## src/rtl/uart_pkg.sv

```systemverilog
// Shared UART definitions: FSM state numbering (common to TX and RX), frame
// width, parity select codes and the parity check helper.
package uart_pkg;

   localparam int DATA_BITS = 8;

   typedef enum logic [2:0] {
      ST_IDLE   = 3'b000,
      ST_START  = 3'b001,
      ST_DATA   = 3'b010,
      ST_PARITY = 3'b011,
      ST_STOP   = 3'b100
   } uart_state_t;

   localparam logic PARITY_SEL_EVEN = 1'b0;
   localparam logic PARITY_SEL_ODD  = 1'b1;

   function automatic logic parity_error(input logic [DATA_BITS-1:0] data,
                                         input logic                 par_bit,
                                         input logic                 odd_sel);
      return (^data ^ par_bit) ^ odd_sel;
   endfunction

endpackage

```

## src/rtl/uart_sync2.sv

```systemverilog
// Two-flop synchronizer for an asynchronous single-bit input; both flops
// come out of reset at RESET_VAL so an idle-high line reads idle immediately.
module uart_sync2 #(
   parameter logic RESET_VAL = 1'b1
) (
   input  logic clk,
   input  logic rst,
   input  logic d,
   output logic q
);

   logic [1:0] sync;

   // NOTE: non-blocking assignments so both stages shift on the same edge.
   always_ff @(posedge clk) begin
      if (rst) sync <= {2{RESET_VAL}};
      else     sync <= {sync[0], d};
   end

   assign q = sync[1];

endmodule

```

## src/rtl/uart_rx_fsm.sv

```systemverilog
// UART receiver: 16x oversampled start/8 data/parity/stop frame recovery with
// parity and framing checks; each byte is presented with a one-clk strobe.
module uart_rx_fsm
   import uart_pkg::*;
#(
   parameter int OVERSAMPLE = 16,
   parameter bit PARITY_ODD = 1'b0
) (
   input  logic                 clk,
   input  logic                 rst,
   input  logic                 sample_tick,
   input  logic                 rxd,
   output logic [DATA_BITS-1:0] rx_data,
   output logic                 rx_valid,
   output logic                 parity_err,
   output logic                 frame_err,
   output logic                 rx_busy
);

   localparam int               CNT_W   = $clog2(OVERSAMPLE);
   localparam logic [CNT_W-1:0] CNT_MID = CNT_W'(OVERSAMPLE / 2 - 1);
   localparam logic [CNT_W-1:0] CNT_END = CNT_W'(OVERSAMPLE - 1);
   localparam logic [2:0]       BIT_END = 3'(DATA_BITS - 1);
   localparam logic             PAR_SEL = PARITY_ODD ? PARITY_SEL_ODD : PARITY_SEL_EVEN;

   logic                 rxs;
   uart_state_t          state;
   logic                 armed;
   logic [CNT_W-1:0]     tick_cnt;
   logic [2:0]           bit_cnt;
   logic [DATA_BITS-1:0] shreg;
   logic                 par_err_pend;

   uart_sync2 #(.RESET_VAL(1'b1)) u_sync (
      .clk (clk),
      .rst (rst),
      .d   (rxd),
      .q   (rxs)
   );

   always_ff @(posedge clk) begin
      if (rst) begin
         state        <= ST_IDLE;
         armed        <= 1'b0;
         tick_cnt     <= '0;
         bit_cnt      <= '0;
         shreg        <= '0;
         par_err_pend <= 1'b0;
         rx_data      <= '0;
         rx_valid     <= 1'b0;
         parity_err   <= 1'b0;
         frame_err    <= 1'b0;
         rx_busy      <= 1'b0;
      end else begin
         rx_valid <= 1'b0;
         if (sample_tick) begin
            case (state)
               ST_IDLE: begin
                  // A start edge counts only after the line was seen high.
                  if (rxs) begin
                     armed <= 1'b1;
                  end else if (armed) begin
                     state    <= ST_START;
                     tick_cnt <= '0;
                     rx_busy  <= 1'b1;
                  end
               end
               ST_START: begin
                  if (tick_cnt == CNT_MID) begin
                     tick_cnt <= '0;
                     if (!rxs) begin
                        state   <= ST_DATA;
                        bit_cnt <= '0;
                     end else begin
                        state   <= ST_IDLE;
                        rx_busy <= 1'b0;
                     end
                  end else begin
                     tick_cnt <= tick_cnt + 1'b1;
                  end
               end
               ST_DATA: begin
                  tick_cnt <= tick_cnt + 1'b1;
                  if (tick_cnt == CNT_END) begin
                     shreg   <= {rxs, shreg[DATA_BITS-1:1]};
                     bit_cnt <= bit_cnt + 1'b1;
                     if (bit_cnt == BIT_END) state <= ST_PARITY;
                  end
               end
               ST_PARITY: begin
                  tick_cnt <= tick_cnt + 1'b1;
                  if (tick_cnt == CNT_END) begin
                     par_err_pend <= parity_error(shreg, rxs, PAR_SEL);
                     state        <= ST_STOP;
                  end
               end
               ST_STOP: begin
                  tick_cnt <= tick_cnt + 1'b1;
                  if (tick_cnt == CNT_END) begin
                     rx_data    <= shreg;
                     parity_err <= par_err_pend;
                     frame_err  <= ~rxs;
                     rx_valid   <= 1'b1;
                     rx_busy    <= 1'b0;
                     state      <= ST_IDLE;
                     // Low stop bit: wait for the line to return high first.
                     if (!rxs) armed <= 1'b0;
                  end
               end
               default: begin
                  state      <= ST_IDLE;
                  tick_cnt   <= '0;
                  bit_cnt    <= '0;
                  rx_data    <= '0;
                  parity_err <= 1'b0;
                  frame_err  <= 1'b0;
                  rx_busy    <= 1'b0;
               end
            endcase
         end
      end
   end

endmodule

```

## config.mk

```make
export PLATFORM = sky130hd
export DESIGN_NAME = uart_rx_fsm
export DESIGN_NICKNAME = d
export VERILOG_FILES = /design/src/rtl/uart_pkg.sv /design/src/rtl/uart_sync2.sv /design/src/rtl/uart_rx_fsm.sv
export SDC_FILE = /design/constraint.sdc
export NUM_CORES = 1
export LEC_CHECK = 0
export CAP_MARGIN = 40
export CELL_PAD_IN_SITES_DETAIL_PLACEMENT = 2
export CELL_PAD_IN_SITES_GLOBAL_PLACEMENT = 2
export CORE_MARGIN = 10
export CORE_UTILIZATION = 34
export CTS_CLUSTER_DIAMETER = 30
export CTS_CLUSTER_SIZE = 12
export DETAILED_ROUTE_END_ITERATION = 7
export PLACE_DENSITY_LB_ADDON = 0.1
export SYNTH_ARGS = -nofsm -noshare
export SYNTH_HDL_FRONTEND = slang
export SYNTH_SLANG_ARGS = --single-unit
```

## constraint.sdc

```tcl
create_clock -name clk -period 2.6 [get_ports clk]
set_input_delay 0.52 -clock clk [delete_from_list [all_inputs] [get_ports clk]]
set_output_delay 0.52 -clock clk [all_outputs]
set_load 0.1 [all_outputs]
```

# Word level (Yosys, flattened, before mapping)
# Cells that the tools add are included.
[word_totals]
reg_bits = 34
inputBits = 4
word_cells = 89
[classes]
eq_ne = 18
mux = 34
reduce_logical = 16
n_addsub = 2
bitwise = 7
[op_table]
columns = ["operator", "count"]
rows = [
  ["$mux 3", 10],
  ["$ne 2x2->1 const B", 9],
  ["$pmux 8 s2", 1],
  ["$pmux 3 s5", 1],
  ["$mux 4", 3],
  ["$pmux 4 s3", 1],
  ["$reduce_and 3->1", 4],
  ["$mux 1", 11],
  ["$reduce_and 5->1", 2],
  ["$pmux 3 s3", 1],
  ["$reduce_or 3->1", 3],
  ["$mux 8", 1],
  ["$reduce_and 8->1", 1],
  ["$reduce_xor 8->1", 1],
  ["$reduce_and 7->1", 1],
  ["$eq 3x2->1 const B", 2],
  ["$eq 3x3->1 const B", 2],
  ["$not 1->1", 6],
  ["$pmux 1 s2", 3],
  ["$add 4x1->4 const B", 1],
  ["$eq 4x3->1 const B", 1],
  ["$eq 4x4->1 const B", 1],
  ["$ne 2x1->1 const B", 2],
  ["$pmux 1 s4", 1],
  ["8 further kinds", 8],
]

# Depth between registers and ports, before layout
[depth]
ltp_word = 4
depth_mapped = 7
depth_no_buf = 6

# By module
# From an unflattened synthesis, not the netlist that was laid out.
[unflattened]
cells_unflattened = 154
hier_area_um2 = 1585.3
[modules_own_cells]
columns = ["mod", "seq_area_each_um2", "cells_each", "n_inst", "area_each_um2"]
rows = [
  ["uart_rx_fsm", 640.6, 150, 1, 1532.7],
  ["uart_sync2", 40.0, 4, 1, 52.6],
]

# Least setup slack after synthesis
# Ideal clock, no wire load.
[synth_path]
path_type = "input to register"
from = "in sample_tick"
to = "reg par_err_pend"
path_buffers = 1
path_slack_ns = 0.786
t_arrival_ns = 1.719
path_stages = 5
path_cell_list = "buf_4 nand4_1 or3_4 or4b_1 o311ai_1"
[synth_via]
elab_chain_cells = 1
[synth_rtl]
columns = ["item", "line", "source"]
rows = [
  ["start: declaration", "uart_rx_fsm.sv:11", "input logic sample_tick,"],
  ["$reduce_and 3->1 (no source line)", "n/a", ""],
  ["end signal: assignment", "uart_rx_fsm.sv:93", "par_err_pend <= parity_error(shreg, rxs, PAR_SEL);"],
  ["end: declaration", "uart_rx_fsm.sv:32", "logic par_err_pend;"],
]
# Every way passes these cells.
# A chain may end at the register's enable or synchronous reset.

# Worst setup path in the final report
[layout_path]
from = "reg tick_cnt[0]"
to = "reg par_err_pend"
[layout_via]
elab_chain_cells = 2
[layout_rtl]
columns = ["item", "line", "source"]
rows = [
  ["start: declaration", "uart_rx_fsm.sv:29", "logic [CNT_W-1:0] tick_cnt;"],
  ["start signal: assignment", "uart_rx_fsm.sv:79", "tick_cnt <= tick_cnt + 1'b1;"],
  ["start signal: assignment", "uart_rx_fsm.sv:83", "tick_cnt <= tick_cnt + 1'b1;"],
  ["start signal: assignment", "uart_rx_fsm.sv:91", "tick_cnt <= tick_cnt + 1'b1;"],
  ["$eq 4x4->1", "uart_rx_fsm.sv:92", "if (tick_cnt == CNT_END) begin"],
  ["$reduce_and 3->1 (no source line)", "n/a", ""],
]
# Every way passes these cells.

==> run_results.csv <==
group,metric,value,unit
worst_setup_path,worstSetupPathType,"reg2reg",
flow_run,cap_viol_max_count,0,
worst_setup_path,cp_num_buf_inv,0,
routing,first_pass_iters,4,
grt,grt_usage,13.4,%
floorplan,die_area,7970,µm²
routing,drcViolationCount,0,
clock_network,numCtsBuffers,5,
floorplan,rows,25,
timing,slew_headroom,50.2,%
cells_and_area,fillerInstances,534,
cells_and_area,layout-drive-gt1-share,16.9,%
clock_network,clk_pin_slew,70,ps
power_and_ir_drop,power,0.00100,W
timing,setup_viol,0,
synth,yosys-top-cells-area,"dfxtp_1 (42%), a21oi_1 (6.4%), nand3_1 (5.2%)",
placed_design,hpwlAfterDp,3.52,mm
synth,post-synth-top-count-cell,"dfxtp_1",
worst_setup_path,cp.arrival,2300,ps
floorplan,fp.dieW,89.3,µm
cells_and_area,fin_area,1910,µm²
timing,finalWorstSetupSlack,492,ps
synth,syn_nets,193,
routing,num_vias,1454,
routing,drt_iter0_markers,38,
cells_and_area,nNetsFinal,207,
power_and_ir_drop,clockPowerShare,42.9,%
timing,report.final.slew_viol_count,0,
worst_setup_path,crit_fanout,8,
worst_setup_path,cp-startpoint,"tick_cnt[0]$_SDFFE_PP0P_",
synth,synth_edf_count,0,
worst_setup_path,reg2regPathDepth,5,
worst_setup_path,r2r-start,"tick_cnt[0]$_SDFFE_PP0P_",
floorplan,start_util,34.8,%
placed_design,place_ws,272,ps
worst_setup_path,cp.depth,5,
clock_network,post_cts_resized,0,
clock_network,clock_path_buffers,2,
worst_setup_path,cp-endpoint,"par_err_pend$_SDFFE_PP0P_",
timing,tightest_slew,745,ps
routing,viasPerCell,5.70,
placed_design,io_buffers,15,
synth,synth_area,1630,µm²
timing,fin_crit,2110,ps
power_and_ir_drop,switching_share,24.9,%
routing,drt_wl_total,4.92,mm
clock_network,cts_max_level,2,
worst_setup_path,crit_path_end_kind,"register",
grt,grt_max_degree,33,
floorplan,ioPinCount,16,
cells_and_area,n_antenna_cell,0,
synth,yosysTopAreaCellShare,41.7,%
power_and_ir_drop,p_int,0.000753,W
worst_setup_path,crit_slowest_cell,"or4b_1",
power_and_ir_drop,leakagePower,0.702,nW
synth,synthTopCellsByCount,"dfxtp_1 (34), a21oi_1 (21), nand3_1 (17), nand2_1 (12), nor2_1 (12)",
synth,ys_seq_area_share,41.7,%
grt,antenna_found_initial,0,
power_and_ir_drop,p_switching,0.000250,W
timing,max_freq,474,MHz
synth,synthArstFlopShare,0,%
clock_network,hold_buffers,0,
clock_network,clkLatencyLatePin,290,ps
power_and_ir_drop,vdd_drop_max,0.272,mV
worst_setup_path,start_kind,"register",
worst_setup_path,max_stage_delay,520,ps
clock_network,cts_setup_buffers,0,
synth,synth_area_per_cell,8.78,µm²
grt,grt_pass1_vias,1591,
cells_and_area,area_growth,16.8,%
clock_network,cts_tree,"yes",
synth,synth_ff_type,"dfxtp_1",
timing,rsz0062_at_grt,"no",
clock_network,root_buffer,"clkbuf_8",
worst_setup_path,path_delay_family,"simple AND/OR/NAND/NOR gates",
worst_setup_path,crit_chain,"ha_1, nand4_1, or3_4, or4b_1, o311ai_1",
routing,ant_nets,0,
placed_design,gp_congestion,0.790,
synth,synth_warnings,0,
timing,final_hold_viol_count,0,
power_and_ir_drop,power.share.sequential,52.7,%
placed_design,place_area,1810,µm²
timing,finalCritPeriodShare,81.1,%
worst_setup_path,rrSetupSlack,490,ps
synth,yosysTopAreaCell,"dfxtp_1",
routing,wl_per_cell,19.3,µm
synth,synth.distinct_cells,48,
worst_setup_path,crit_required,2790,ps
floorplan,core,4690,µm²
power_and_ir_drop,p_per_area,526,nW/µm²
grt,grt_overflow,0,
grt,grt_pass1_wl,8.24,mm
timing,finClkSkew,10.2,ps
floorplan,die_h,89.3,µm
timing,setup_tns,0,ps
synth,synthCells,186,
worst_setup_path,reg2reg_to,"par_err_pend$_SDFFE_PP0P_",
power_and_ir_drop,p_comb_share,4.5,%
status,outcome,"finished, final reports clean",
synth,synth-seq-cells,34,
clock_network,cts_num_sinks,34,
min_path,holdCritPathClass,"reg2reg",
layer usage:
metal | track usage (%) | vias up | wire [µm]
met1 | 16.8 | 732 | 2350
met5 | 0 | - | 0
met4 | 4.77 | 0 | 61
met3 | 3.01 | 4 | 114
met2 | 22.0 | 13 | 2390
li1 | - | 705 | -
power by group through the flow:
stage	logic [W]	clock network (W)	registers, W
after floorplan	0.0000266	0	0.000543
after global placement	0.0000433	0	0.000540
after detailed placement	0.0000450	0	0.000540
after CTS	0.0000451	0.000440	0.000528
after global routing	0.0000495	0.000478	0.000529
final	0.0000447	0.000430	0.000528
how the worst min path moves through the flow:
| stage | startpoint | end | slack (ps) | cells after the start |
|---|---|---|---|---|
| finish | u_sync.sync[0]$_SDFF_PP1_ | u_sync.sync[1]$_SDFF_PP1_ | 420 | 1 |
| global route | u_sync.sync[0]$_SDFF_PP1_ | u_sync.sync[1]$_SDFF_PP1_ | 430 | 1 |
| CTS | u_sync.sync[0]$_SDFF_PP1_ | u_sync.sync[1]$_SDFF_PP1_ | 420 | 1 |
| detailed placement | u_sync.sync[0]$_SDFF_PP1_ | u_sync.sync[1]$_SDFF_PP1_ | 400 | 1 |
| global placement | u_sync.sync[0]$_SDFF_PP1_ | u_sync.sync[1]$_SDFF_PP1_ | 400 | 1 |
| floorplan | u_sync.sync[0]$_SDFF_PP1_ | u_sync.sync[1]$_SDFF_PP1_ | 390 | 1 |
kinds of logic (layout without fill, tap and decap cells):
logic type,after synthesis,in the layout,synth area share [%]
AO/OA/AOI/OAI,49,49,20.0
AND/OR/NAND/NOR,69,69,22.5
adder cells (fa/ha/maj),3,3,2.30
multiplexers,8,8,4.90
flip-flops,34,34,41.7
XOR/XNOR,6,6,4.06
buffers and inverters,17,32,4.60
area by class of cell:
cell class / instances / area (µm²) / area share (%)
clock buffers: 6 / 82.6 / 4.33
clock inverters: 2 / 12.5 / 0.656
inverters: 2 / 7.51 / 0.394
multi-input cells: 135 / 883 / 46.3
flip-flops and latches: 34 / 681 / 35.7
well taps: 54 / 67.6 / 3.54
repair buffers: 22 / 173 / 9.06
sequential cells by signal, summed over array words and instances, names as in the netlist:
| name | cells |
|---|---|
| parity_err | 1 |
| rx_busy | 1 |
| par_err_pend | 1 |
| state | 3 |
| armed | 1 |
| tick_cnt | 4 |
| bit_cnt | 3 |
| frame_err | 1 |
| u_sync.sync | 2 |
| rx_valid | 1 |
| shreg | 8 |
| rx_data | 8 |
cell usage in the layout, fill, tap and decap left out, types with 4 or more instances in the layout:
cell	instances
a21oi_1	21
buf_4	19
clkbuf_8	6
dfxtp_1	34
mux2i_1	8
nand2_1	12
nand2b_1	5
nand3_1	17
nor2_1	12
nor3_1	4
o21ai_0	7
metrics by stage:
step                std cells  hold slack [ps]  util (%)
finish                    255              417      40.6
global route              255              432      40.6
CTS                       255              425      40.6
detailed placement        247              402      38.6
global placement          247              401      38.6
floorplan                 186              389         -
No activity file was read; power rests on OpenSTA's default activity.
